--- config.mk ---
export PLATFORM = sky130hd
export DESIGN_NAME = lcd_write_arbiter
export DESIGN_NICKNAME = d
export VERILOG_FILES = /design/src/rtl/lcd_pkg.sv /design/src/rtl/lcd_rr_pick.sv /design/src/rtl/lcd_write_arbiter.sv
export SDC_FILE = /design/constraint.sdc
export NUM_CORES = 1
export LEC_CHECK = 0
export ABC_AREA = 1
export BUFFER_PORTS_ARGS = -buffer_cell sky130_fd_sc_hd__clkbuf_2
export CAP_MARGIN = 5
export CORE_UTILIZATION = 57
export CTS_CLUSTER_SIZE = 25
export DETAILED_ROUTE_END_ITERATION = 16
export GPL_TIMING_DRIVEN = 0
export PLACE_DENSITY = 0.84
export SYNTH_ARGS = -nofsm -noshare
export SYNTH_HDL_FRONTEND = slang
export SYNTH_SLANG_ARGS = --single-unit
export TNS_END_PERCENT = 30
--- constraint.sdc ---
create_clock -name sys_clk_50MHz -period 5 [get_ports sys_clk_50MHz]
set_clock_uncertainty 0.15 [all_clocks]
set_input_delay 0.75 -clock sys_clk_50MHz [delete_from_list [all_inputs] [get_ports sys_clk_50MHz]]
set_output_delay 0.75 -clock sys_clk_50MHz [all_outputs]
set_load 0.02 [all_outputs]
--- src/rtl/lcd_pkg.sv ---
// Shared constants and the arbiter state encoding for the LCD write path.
package lcd_pkg;

  localparam int unsigned LCD_NUM_REQ = 3;
  localparam int unsigned LCD_DATA_W  = 9;
  localparam int unsigned LCD_DC_BIT  = 8;

  typedef enum logic [1:0] {
    StIdle,
    StGrant,
    StWaitDone,
    StRelease
  } arb_state_e;

endpackage

--- src/rtl/lcd_rr_pick.sv ---
// Combinational round-robin picker: first eligible requester after rr_last, wrapping.
module lcd_rr_pick #(
  parameter int unsigned NUM_REQ = 3,
  localparam int unsigned IDX_W  = (NUM_REQ > 1) ? $clog2(NUM_REQ) : 1
) (
  input  logic [NUM_REQ-1:0] eligible,
  input  logic [IDX_W-1:0]   rr_last,
  output logic [NUM_REQ-1:0] onehot,
  output logic [IDX_W-1:0]   idx,
  output logic               any
);

  int unsigned      cand;
  logic [IDX_W-1:0] cand_idx;

  always_comb begin
    onehot   = '0;
    idx      = '0;
    any      = 1'b0;
    cand     = 0;
    cand_idx = '0;
    for (int unsigned k = 1; k <= NUM_REQ; k++) begin
      cand     = (32'(rr_last) + k) % NUM_REQ;
      cand_idx = IDX_W'(cand);
      if (!any && eligible[cand_idx]) begin
        any              = 1'b1;
        idx              = cand_idx;
        onehot[cand_idx] = 1'b1;
      end
    end
  end

endmodule

--- src/rtl/lcd_write_arbiter.sv ---
// Shares one lcd_write byte engine among NUM_REQ requesters with round-robin grant,
// optional locked bursts, per-owner done pulses and a completion watchdog.
module lcd_write_arbiter
  import lcd_pkg::*;
#(
  parameter int unsigned NUM_REQ   = LCD_NUM_REQ,
  parameter int unsigned DATA_W    = LCD_DATA_W,
  parameter int unsigned WD_CYCLES = 4096
) (
  input  logic                      sys_clk_50MHz,
  input  logic                      sys_rst_n,
  input  logic                      init_done,
  input  logic [NUM_REQ-1:0]        req,
  input  logic [NUM_REQ-1:0]        lock,
  input  logic [NUM_REQ-1:0]        wr_valid,
  input  logic [NUM_REQ*DATA_W-1:0] wr_data,
  output logic [NUM_REQ-1:0]        gnt,
  output logic [NUM_REQ-1:0]        req_done,
  output logic [DATA_W-1:0]         data,
  output logic                      en_write,
  input  logic                      wr_done,
  output logic                      err_drop,
  output logic                      err_timeout
);

  localparam int unsigned IDX_W = (NUM_REQ > 1) ? $clog2(NUM_REQ) : 1;
  localparam int unsigned WD_W  = (WD_CYCLES > 1) ? $clog2(WD_CYCLES) : 1;
  localparam logic [WD_W-1:0] WD_LAST = WD_W'((WD_CYCLES == 0) ? 0 : WD_CYCLES - 1);

  arb_state_e          state_q;
  logic [IDX_W-1:0]    owner_q, rr_last_q, pick_idx;
  logic [WD_W-1:0]     wd_q;
  logic [NUM_REQ-1:0]  eligible, pick_onehot, drop_mask;
  logic                pick_any, forced_release, wd_expire;
  logic [DATA_W-1:0]   owner_word;

  lcd_rr_pick #(
    .NUM_REQ(NUM_REQ)
  ) u_pick (
    .eligible(eligible),
    .rr_last (rr_last_q),
    .onehot  (pick_onehot),
    .idx     (pick_idx),
    .any     (pick_any)
  );

  always_comb begin
    eligible       = init_done ? req : {{(NUM_REQ-1){1'b0}}, req[0]};
    owner_word     = wr_data[owner_q*DATA_W +: DATA_W];
    // Once init drops, a non-init owner must not keep the bus via lock.
    forced_release = !init_done && (owner_q != '0);
    wd_expire      = (WD_CYCLES != 0) && (wd_q == WD_LAST);
    // Only the owner, while waiting for its next word, may present data.
    drop_mask      = (state_q == StGrant) ? ~gnt : '1;
  end

  always_ff @(posedge sys_clk_50MHz or negedge sys_rst_n) begin
    if (!sys_rst_n) begin
      state_q     <= StIdle;
      owner_q     <= '0;
      rr_last_q   <= IDX_W'(NUM_REQ - 1);
      wd_q        <= '0;
      gnt         <= '0;
      req_done    <= '0;
      data        <= '0;
      en_write    <= 1'b0;
      err_drop    <= 1'b0;
      err_timeout <= 1'b0;
    end else begin
      req_done <= '0;
      en_write <= 1'b0;
      if (|(wr_valid & drop_mask)) err_drop <= 1'b1;

      unique case (state_q)
        StIdle: begin
          if (pick_any) begin
            gnt       <= pick_onehot;
            owner_q   <= pick_idx;
            rr_last_q <= pick_idx;
            state_q   <= StGrant;
          end
        end
        StGrant: begin
          if (wr_valid[owner_q]) begin
            data     <= owner_word;
            en_write <= 1'b1;
            wd_q     <= '0;
            state_q  <= StWaitDone;
          end else if (!req[owner_q] || forced_release) begin
            gnt     <= '0;
            state_q <= StRelease;
          end
        end
        StWaitDone: begin
          // Completion takes priority over a simultaneous watchdog expiry.
          if (wr_done) begin
            req_done[owner_q] <= 1'b1;
            if (lock[owner_q] && req[owner_q] && !forced_release) begin
              state_q <= StGrant;
            end else begin
              gnt     <= '0;
              state_q <= StRelease;
            end
          end else if (wd_expire) begin
            err_timeout <= 1'b1;
            gnt         <= '0;
            state_q     <= StRelease;
          end else begin
            wd_q <= wd_q + WD_W'(1);
          end
        end
        StRelease: state_q <= StIdle;
        default:   state_q <= StIdle;
      endcase
    end
  end

endmodule
# Word-level counts from Yosys, hierarchy flattened
# Index checks and enable logic that the tools add are counted.
# Widths: inputs -> output; s select.
dict set report word_totals {
  ff_bits 36
  elab_cells 124
}
dict set report classes {
  add_sub_neg 4
  multipliers 1
  div_mod_pow 3
  order_cmp 8
  eq_ne 13
  shifts 1
  muxes 53
  n_bitwise 5
  n_reduce_logical 26
}
# cell n
set op_table {}
lappend op_table {{$mod 32x2->32 const B} 3}
lappend op_table {{$mux 3} 13}
lappend op_table {{$mux 12} 3}
lappend op_table {{$shiftx 27x7->9} 1}
lappend op_table {{$pmux 12 s2} 1}
lappend op_table {{$mux 2} 9}
lappend op_table {{$mux 1} 15}
lappend op_table {{$add 12x1->12 const B} 1}
lappend op_table {{$bmux 1 s2} 6}
lappend op_table {{$eq 12x12->1 const B} 1}
lappend op_table {{$lt 2x3->1 const B} 4}
lappend op_table {{$logic_and 1x1->1} 9}
lappend op_table {{$pmux 3 s3} 1}
lappend op_table {{$demux 1 s2} 4}
lappend op_table {{$ge 2x1->1 const B} 4}
lappend op_table {{$ne 2x2->1 const B} 4}
lappend op_table {{$pmux 2 s4} 1}
lappend op_table {{$add 2x2->3 const B} 2}
lappend op_table {{$mul 2x4->6 const B} 1}
lappend op_table {{$ne 3x3->1 const B} 2}
lappend op_table {{$or 3x3->3} 2}
lappend op_table {{$reduce_and 3->1} 2}
lappend op_table {{$reduce_and 6->1} 1}
lappend op_table {{$logic_not 1->1} 5}
lappend op_table {{other kinds (15)} 19}

# Longest topological paths before layout
# Gate-level depths: netlist of the first run.
dict set report logic_depth {
  word_depth 13
  ltp_mapped 13
  ltp_nobuf 13
}

# By module
# Synthesis of the first run repeated with hierarchy kept, for this count alone.
dict set report hier_totals {
  cells_unflattened 341
  hier_area_um2 2419.8
}
# mod instances cells_each area_per_inst_um2 seq_area_each_um2
set by_module_without_submodules {}
lappend by_module_without_submodules {lcd_write_arbiter 1 277 2090.8 877.1}
lappend by_module_without_submodules {lcd_rr_pick 1 64 329.1 0.0}

# Worst setup path before layout of the first run
# No wires, ideal clock.
dict set report synth_path {
  kind {register -> register}
  startpoint {register, netlist name owner_q[0]}
  endpoint {register owner_q[0]}
  setup_time_ps 83
  t_arrival_ps 1834
  t_required_ps 4767
  path_slack_ps 2933
  stages_incl_launch_ff 12
  path_buffers 0
  period_less_slack_ps 2067
  path_cell_list {dfrtp_1 -> inv_2 -> ha_1 -> inv_2 -> nand2_1 -> nand3_1 -> nand2_2 -> nand2_1 -> nor2_1 -> nor2_1 -> o21ai_0 -> o21ai_0}
}
# item line_no
set synth_rtl {}
lappend synth_rtl {{end signal: assignment} lcd_write_arbiter.sv:78} ;# owner_q <= pick_idx;
lappend synth_rtl {{end: declaration} lcd_write_arbiter.sv:31} ;# logic [IDX_W-1:0] owner_q, rr_last_q, pick_idx;

==> key figures, run 1 <==
Status
  – Status: finished, final reports clean

Timing
  – Slew @ Worst Pin: about 0.86 ns
  – RSZ-0062 raised after global routing: no
  – Max-slew violations: 0
  – Final min period: 2.35 ns
  – Final worst setup slack: 2.65 ns
  – Final Hold Fails: 0
  – Post-Route Setup TNS: 0 ns
  – Slew HR: around 43%
  – Final setup vio count: 0
  – Final worst-path cycle share: 47.0%
  – Max Freq: roughly 0.43 GHz

Logic synthesis
  – Sequential cell area fraction in the yosys report: 38.3%
  – Post-synth EDFFs: 0
  – Yosys top cell by area: dfrtp_1
  – Synth warn: 0
  – Area share of the leading cell type in the synthesized netlist: 37.2%
  – Dominant cell by count in the synthesized netlist: nand2_1
  – Main synth FF type: dfrtp_1
  – Post-synthesis register bit count: 35
  – Post-synthesis cell area: 2290 µm²
  – Cell count after synthesis: around 320
  – Syn Nets: 369
  – Synth cell count leaders: nand2_1, nor2_1, dfrtp_1
  – Area contributors post-synth: dfrtp_1, nand2_1, nand3_1
  – Netlist cell types: 31
  – Avg Cell Area, Syn: 7.13 µm²
  – Async S/R FF share, synth: 100%

Die
  – Die height: 65.3 µm
  – Top Ports: just under 60
  – FP Rows: 22
  – Core ar.: 3740 µm²
  – Die ar.: approximately 4300 µm²
  – Die width: 65.3 µm
  – Initial cell density of the core: 61.1%

Global routing
  – Met2 Resource Use GR: ~43%
  – GRT met1 Usage: 34.2%
  – Largest net degree at the start of global routing: 36
  – GR Overflow Total: 0
  – First-pass GRT wire length: 8.62 mm
  – Initial antenna violation count: 0
  – Vias in the first global route: 2070
  – Gr busiest metal: met2
  – Total GRT Usage: about a quarter
  – Met3 Usage GRT: 5.56%

Power and ir drop
  – PwrDens: 530 nW/µm²
  – VDD IR max: about 290 µV
  – Leak: approximately 1.4 nW

Drt
  – Number of DRC markers in iteration 0: 174
  – Final antenna-violating net count: 0
  – Final wirelength: around 5 mm
  – Total number of vias: 2289
  – Wire length per cell: ~12 µm
  – Detailed-route DRC error count: 0
  – Routed vias/inst: 5.27
  – Drt first pass iters: 4

Clock network
  – CTS root buf: clkbuf_8
  – Clock sink count: 35
  – Worst skew pair latency: between 0.2 and 0.3 ns
  – Setup bufs post-CTS: 0
  – CTS Buffer Depth: 2
  – Reg clk slew, reported paths: 0.07 ns
  – H-tree levels: 2
  – Post_cts resized: 0
  – # hold bufs at CTS: 0
  – TritonCTS clock tree: built
  – Clock buffer count from CTS: 5

Cells and area
  – Final nets: 433
  – # diodes: 0
  – Share of layout cells above drive strength 1: between 20% and 30%
  – Area growth, synth to finish: 18.7%
  – Post-Layout Inst Area: 2710 µm²
  – Filler cells: 312

Place
  – Placement Cell Area: 2630 µm²
  – Input/output buffers: 57
  – Pre-CTS setup slack: 2.68 ns
  – RD Place Congestion: approximately 0.93
  – DP HPWL: 3.88 mm

Setup path
  – Worst Path Required: 5.06 ns
  – Slowest CP cell: dfrtp_1
  – WP data arrival: 2.41 ns
  – Worst Setup End Kind: register
  – Critical path, cell by cell: inv_2 > ha_1 > inv_2 > nand2_1 > nand3_1 > nand2_2 > nand2_1 > nor2_1 > nor2_1 > o21ai_0 > o21ai_0
  – Crit path kind: reg -> reg
  – Crit Path Max Fanout: 8
  – Worst r2r path cells: 11
  – CP Launch Type: register
  – Max stage delay on crit path: 0.51 ns

Flow run
  – Max-cap violations: 0

Worst hold path
  – Worst hold path depth: 2
  – Hold/Removal Path Class: reg -> reg
[worst paths after layout]
kind,startpoint,endpoint,slack (ns)
max in group asynchronous,sys_rst_n,wd_q[5]$_DFFE_PN0P_,3.75
worst max-delay path,owner_q[0]$_DFFE_PN0P_,owner_q[0]$_DFFE_PN0P_,2.65
worst max register to register,owner_q[0]$_DFFE_PN0P_,owner_q[0]$_DFFE_PN0P_,2.65
worst min-delay path,err_timeout$_DFFE_PN0P_,err_timeout$_DFFE_PN0P_,0.33
worst min register to register,err_timeout$_DFFE_PN0P_,err_timeout$_DFFE_PN0P_,0.33
min in group asynchronous,sys_rst_n,wd_q[11]$_DFFE_PN0P_,0.41
[logic make-up (layout without fill, tap and decap cells)]
family | after synthesis | after routing | share of synthesized area (%)
xor gates and xnor gates | 5 | 5 | 1.91
buffers and inverters | 31 | 96 | 6.29
and+or+nand+nor | 212 | 212 | 40.6
adders and majority gates | 8 | 8 | 4.38
AOI/OAI and AO/OA | 30 | 30 | 8.42
DFF | 35 | 35 | 38.3
[area by class of cell]
class	count	area (µm²)	area share [%]
multi-input combinational	255	1270	46.7
clock buffer	7	76.3	2.81
tap	48	60.1	2.21
inverter	25	93.8	3.46
timing repair buffer	57	285	10.5
buffer	6	50.0	1.84
sequential	35	877	32.3
clock inverter	1	5.00	0.184
[routing by layer]
metal | vias to the layer above | share of wire [%]
met3 | 11 | 6.3
met1 | 1021 | 47
met2 | 83 | 45
met4 | 0 | 1.6
li1 | 1174 | -
met5 | - | 0
[critical path: cells and delay by family, from the launching register on]
| kind | cells | cell delay [ns] |
|---|---|---|
| simple gates | 6 | 0.75 |
| fa+ha+maj | 1 | 0.39 |
| compound gates | 2 | 0.20 |
| buf+inv | 2 | 0.28 |
| flops | 1 | 0.51 |
[power breakdown]
part,switching [W],internal (W)
Sequential,0.0000540,0.000357
Combinational,0.000554,0.000280
Clock,0.0000960,0.0000976
[cells in the final DEF (no fill, tap or decap), types with 3 or more instances in the layout]
master      n
nand2_1   117
clkbuf_2   57
nor2_1     39
dfrtp_1    34
nand3_1    31
inv_1      19
o21ai_0    12
a41oi_1     9
ha_1        8
inv_2       5
nor3_1      5
nor2_2      5
xor2_1      5
a21oi_1     5
clkbuf_8    5
nand4_1     4
buf_4       3
[metrics by stage]
| step | utilization [%] | cells | hold WS, ns | power, W |
|---|---|---|---|---|
| finish | 72.5 | 434 | 0.332 | 0.00144 |
| global placement | 70.3 | 426 | 0.297 | 0.00123 |
| CTS | 72.5 | 434 | 0.330 | 0.00144 |
| global route | 72.5 | 434 | 0.359 | 0.00157 |
| floorplan | - | 321 | 0.304 | 0.00104 |
| detailed placement | 70.3 | 426 | 0.313 | 0.00124 |
[sequential cells by signal, summed over array words and instances, names as in the netlist]
register     flops
en_write         1
wd_q            12
err_timeout      1
rr_last_q        1
state_q          2
gnt              3
owner_q          2
req_done         3
err_drop         1
data             9
No activity file was read; power rests on OpenSTA's default activity.
==> inputs of run 2 (changes only) <==
Settings changed: CORE_UTILIZATION 57 to 53, PLACE_DENSITY 0.84 to 0.79.
Clock period 5 ns to 2.2 ns, I/O delays scaled along.
==> run 2 against run 1 <==
  * The run now ends with negative hold slack left
  * Sequential share of layout area down 0.77 points
  * Critical path depth unchanged
  * Clock-buffer cell count unchanged
  * Global-route usage down 1.4 points
  * First-iteration DRC count down 20%
  * Total power up 140%
  * Wire length up 6.3%
  * Clock power up 130%
  * Core utilization down 3.9 points
  * Via count up 1.3%
  * Largest power group unchanged
==> key figures, run 2 (synthesis results as in run 1) <==
Cells and area
  – Area growth, synth to finish: 21.7%
  – Final nets: approximately 440
  – # diodes: 0
  – Max reg flops: 12
  – Most flops, register: wd_q
  – Commonest non-fill, non-tap cell in the layout: nand2_1
  – Most frequent cells in the layout: nand2_1, clkbuf_2, nor2_1, dfrtp_1, nand3_1
  – Non-filler instance count after layout: between 400 and 500
  – Share of layout cells above drive strength 1: a little over a quarter
  – Largest regs: wd_q (12), data (9)

Clock network
  – Worst skew pair latency: 0.29 ns
  – TritonCTS clock tree: built
  – H-tree levels: 2
  – # hold bufs at CTS: 0
  – CTS root buf: clkbuf_8
  – Clock sink count: 35
  – Clock buffer count from CTS: 5
  – CTS Buffer Depth: 2
  – Reg clk slew, reported paths: 0.07 ns

Power and ir drop
  – PwrDens: around 1200 nW/µm²
  – Leak: 1.39 nW
  – VDD IR max: 627 µV
  – Power Total: about 0.0034 W

Timing
  – Final Hold Fails: 8
  – Final min period: 2.07 ns
  – Final worst-path cycle share: 94.2%
  – Max Freq: 0.483 GHz
  – Max-slew violations: 0
  – Post-Route Setup TNS: 0 ns
  – Final setup vio count: 0
  – Hold Slack: -0.0127 ns
  – Slew HR: 42.7%
  – Final worst setup slack: 0.128 ns
  – Slew @ Worst Pin: 0.860 ns

Setup path
  – CP Launch Type: register
  – Worst Setup End Kind: register
  – FF-to-FF End: state_q[1]$_DFFE_PN0P_
  – R2r setup slk: 0.13 ns
  – Crit path kind: reg -> reg
  – Crit Path Max Fanout: 7
  – Worst r2r path cells: 11
  – Worst Path Required: 2.22 ns
  – WP data arrival: 2.09 ns
  – Crit path from: owner_q[0]$_DFFE_PN0P_
  – R2r startpoint: owner_q[0]$_DFFE_PN0P_

Flow run
  – Max-cap violations: 0

Die
  – Top Ports: between 50 and 60
  – Die ar.: ~4600 µm²
  – Die height: 67.7 µm
  – Initial cell density of the core: 56.4%
  – FP Rows: 23
  – Die width: 67.7 µm
  – Core ar.: 4060 µm²

Global routing
  – Total GRT Usage: about 25%
  – First-pass GRT wire length: 8.49 mm
  – Largest net degree at the start of global routing: 36
  – Vias in the first global route: a little under 2000
  – Initial antenna violation count: 0
  – GR Overflow Total: 0

Place
  – Pre-CTS setup slack: -0.128 ns
  – Placed Cells: about 430
  – Input/output buffers: 57
  – RD Place Congestion: 0.884
  – DP HPWL: 4.04 mm

Drt
  – Drt first pass iters: 4
  – Wire length per cell: 12.4 µm
  – Detailed-route DRC error count: 0
  – Final wirelength: 5.44 mm
  – Total number of vias: between 2000 and 2500
  – Number of DRC markers in iteration 0: 140
  – Routed vias/inst: 5.29
  – Final antenna-violating net count: 0

Status
  – Failing checks: negative hold slack
  – Status: finished, violations left

Worst hold path
  – Hold/Removal Path Class: in -> async
==> run 2: area by class of cell <==
cell class | count | area [µm²]
buffer | 6 | 50.0
clock buffer | 7 | 76.3
clock inverter | 1 | 5.00
fill | 354 | 1270
inverter | 25 | 105
multi-input combinational | 255 | 1290
sequential | 35 | 878
tap | 50 | 62.6
timing repair buffer | 59 | 313
==> run 2: metrics by stage <==
stage	cell area (µm²)	hold WS (ns)	util, %
5_1_grt	2780	0.0695	68.6
4_1_cts	2730	0.0278	67.3
3_3_place_gp	2640	0.299	64.9
3_5_place_dp	2640	0.307	64.9
6_report	2780	-0.0127	68.6
2_1_floorplan	2290	-0.116	-
==> run 2: worst max path at each step <==
stage	end	slack, ns	cells after the start
floorplan	owner_q[0]$_DFFE_PN0P_	0.13	11
global placement	owner_q[0]$_DFFE_PN0P_	-0.09	11
detailed placement	owner_q[0]$_DFFE_PN0P_	-0.13	11
CTS	gnt[1]$_DFFE_PN0P_	0.1	11
global route	owner_q[0]$_DFFE_PN0P_	-0.01	11
finish	state_q[1]$_DFFE_PN0P_	0.13	11
==> run 2: where the power goes <==
| group | internal [W] | switching (W) |
|---|---|---|
| combinational | 0.000716 | 0.00132 |
| sequential | 0.000812 | 0.000127 |
| clock | 0.000222 | 0.000222 |
==> run 2: routing by layer <==
| metal | part of all wire, % | vias up | wire (µm) | global-route usage, % |
|---|---|---|---|---|
| met1 | 47 | 1058 | 2560 | 32.4 |
| met4 | 0.74 | 0 | 40 | 6.38 |
| li1 | - | 1181 | - | - |
| met5 | 0 | - | 0 | 0 |
| met2 | 46 | 76 | 2490 | 40.6 |
| met3 | 6.2 | 4 | 338 | 5.91 |
==> run 2: critical path: stages, from the launching register on <==
cell and delay [ns]:
dfrtp_2 0.47, clkinv_4 0.12, ha_4 0.32, inv_4 0.05, nand2_1 0.07, nand3_2 0.10, nand2_2 0.13, nand2_1 0.13
nor3_4 0.16, nor2_1 0.10, nand2_1 0.09, nand2_1 0.05
==> run 2: timing repair <==
| item | CTS | global route |
|---|---|---|
| pin swaps | 0 | 1 |
| cloned | 0 | 0 |
| buffers inserted | 0 | 2 |
| setup endpoints to repair | 8 | 20 |
| gates resized for setup | 3 | 10 |
==> inputs of run 3 (changes only) <==
Settings changed: CORE_UTILIZATION 53 to 33, PLACE_DENSITY 0.79 to 0.53.
==> run 3 against run 2 <==
  * The run now ends clean
  * Sequential cell count unchanged
  * Clock-buffer cell count unchanged
  * Wire length up 6.5%
  * Clock power up 3%
  * Core utilization down 26 points
  * Critical path depth unchanged
  * Total power down 0.79%
  * Combinational power about the same
  * First-iteration DRC count down 26%
  * Critical endpoint is now rr_last_q[1]$_DFFE_PN1P_
  * Largest cell class unchanged
==> key figures, run 3 (synthesis results as in run 1) <==
Setup path
  – FF-to-FF End: rr_last_q[1]$_DFFE_PN1P_
  – WP data arrival: 2.11 ns
  – CP Buf/Inv Count: 2
  – Worst Setup End Kind: register
  – Slowest CP cell: dfrtp_2
  – Crit Path Max Fanout: 7
  – Max stage delay on crit path: between 0.4 and 0.5 ns
  – Crit path kind: reg -> reg
  – Worst Path Required: 2.25 ns
  – Critical path, cell by cell: inv_2 > ha_2 > inv_4 > nand2_1 > nand3_1 > nand2_2 > nand2_2 > nor2_2 > nor2_2 > nand2_1 > o21ai_0
  – Worst r2r path cells: 11
  – R2r setup slk: 0.15 ns
  – Top delay family on crit path: simple AND/OR/NAND/NOR gates
  – R2r startpoint: owner_q[0]$_DFFE_PN0P_
  – CP Launch Type: register

Clock network
  – Clock buffer count from CTS: 5
  – CTS Buffer Depth: 2
  – Clock sink count: 35
  – Reg clk slew, reported paths: 0.08 ns
  – H-tree levels: 2
  – CTS root buf: clkbuf_8
  – TritonCTS clock tree: built
  – Worst skew pair latency: 0.29 ns

Timing
  – Final Hold Fails: 0
  – Final min period: 2.05 ns
  – Final worst-path cycle share: about 93%
  – Slew @ Worst Pin: 0.911 ns
  – Final setup vio count: 0
  – Hold Slack: 0.00426 ns
  – Slew HR: 39.3%
  – RSZ-0062 raised after global routing: yes
  – Max-slew violations: 0
  – Max Freq: a little under 0.5 GHz

Global routing
  – Initial antenna violation count: 0
  – GRT met1 Usage: a little under a quarter
  – GR Overflow Total: 0
  – Gr busiest metal: met2
  – Total GRT Usage: 17.1%
  – Met3 Usage GRT: 3.70%
  – First-pass GRT wire length: 9.80 mm
  – Largest net degree at the start of global routing: 36
  – Met2 Resource Use GR: 27.2%
  – Vias in the first global route: 2133

Die
  – Die width: 85.3 µm
  – Top Ports: 58
  – Core ar.: around 6500 µm²
  – Die height: 85.3 µm
  – Initial cell density of the core: 35.0%
  – FP Rows: 29
  – Die ar.: slightly above 7000 µm²

Drt
  – Detailed-route DRC error count: 0
  – Final antenna-violating net count: 0
  – Number of DRC markers in iteration 0: 103
  – Final wirelength: around 5.8 mm
  – Drt first pass iters: 4
  – Wire length per cell: 12.5 µm
  – Total number of vias: ~2200
  – Routed vias/inst: between 4 and 5

Power and ir drop
  – Leak: 1.37 nW
  – VDD IR max: 457 µV
  – PwrDens: roughly 1200 nW/µm²
  – Power Total: 0.00340 W

Cells and area
  – Most flops, register: wd_q
  – Most frequent cells in the layout: nand2_1, clkbuf_2, nor2_1, dfrtp_1, nand3_1
  – Post-Layout Inst Area: approximately 2800 µm²
  – Area of the multi-input gates: 1290 µm²
  – Largest regs: wd_q (12), data (9)
  – Share of layout cells above drive strength 1: 26.4%
  – Max reg flops: 12
  – Final nets: 434
  – Filler cells: 703
  – # diodes: 0
  – Commonest non-fill, non-tap cell in the layout: nand2_1
  – Area growth, synth to finish: 22.0%
  – Reg area: about 900 µm²

Place
  – DP HPWL: 4.30 mm
  – Input/output buffers: 57
  – Placement Cell Area: 2670 µm²
  – RD Place Congestion: 0.844

Status
  – Status: finished, final reports clean

Worst hold path
  – Hold/Removal Path Class: in -> async

Flow run
  – Max-cap violations: 0
==> run 3: changes by cell type in the layout (fill, tap and decap cells not counted) <==
| cell | previous run | this run |
|---|---|---|
| nor2_1 | 37 | 35 |
| nor2_2 | 7 | 9 |
| buf_12 | 1 | 0 |
| clkinv_4 | 1 | 0 |
| ha_2 | 2 | 3 |
| ha_4 | 1 | 0 |
| inv_1 | 18 | 19 |
| nand2_1 | 117 | 116 |
| nand2_2 | 2 | 3 |
==> run 3: final cells by class <==
class	instances	area share, %
inverters	25	3.59
multi-input cells	255	46.3
clock inverters	1	0.179
plain buffers	6	1.79
flip-flops and latches	35	31.5
clock buffers	7	2.74
well taps	77	3.45
repair buffers	58	10.5
==> run 3: what timing repair did <==
action / CTS / global route
resized for setup: 2 / 11
hold buffers: 0 / 0
setup buffers: 1 / 0
endpoints found under the hold margin: 0 / 0
setup endpoints to repair: 8 / 20
==> run 3: worst max path at each step <==
stage                              from                       end  slack (ns)  cells after the start
2_1_floorplan    owner_q[0]$_DFFE_PN0P_    owner_q[0]$_DFFE_PN0P_        0.13                     11
3_3_place_gp     owner_q[0]$_DFFE_PN0P_    owner_q[0]$_DFFE_PN0P_       -0.17                     11
3_5_place_dp     owner_q[0]$_DFFE_PN0P_  rr_last_q[1]$_DFFE_PN1P_       -0.17                     11
4_1_cts          state_q[0]$_DFFE_PN0P_    state_q[1]$_DFFE_PN0P_        0.04                      9
5_1_grt        rr_last_q[1]$_DFFE_PN1P_    owner_q[0]$_DFFE_PN0P_       -0.01                     10
6_report         owner_q[0]$_DFFE_PN0P_  rr_last_q[1]$_DFFE_PN1P_        0.15                     11
==> run 3: metal layers <==
metal  vias to the layer above  wire [µm]
li1                       1173          -
met1                       992       2920
met2                        59       2520
met3                         6        285
met4                         0         66
met5                         -          0
==> run 3: per-stage QoR <==
stage                     TNS (ns)  cells  worst slack (ns)  util, %
after global placement      -0.804    455            -0.172     40.9
after global routing       -0.0147    464           -0.0116     42.7
final                            0    464             0.148     42.7
after floorplan                  0    321             0.133        -
after CTS                        0    464            0.0409     42.3
after detailed placement    -0.914    455            -0.174     40.9
==> run 3: worst register-to-register path, stage by stage, from the launching register on <==
cell	delay, ns
dfrtp_2	0.41
inv_2	0.13
ha_2	0.34
inv_4	0.10
nand2_1	0.05
nand3_1	0.12
nand2_2	0.13
nand2_2	0.13
nor2_2	0.05
nor2_2	0.16
nand2_1	0.09
o21ai_0	0.09
==> run 3: where the power goes <==
part	internal, W	switching, W
Combinational	0.000674	0.00134
Sequential	0.000812	0.000113
Clock	0.000222	0.000235
Total	0.00171	0.00169
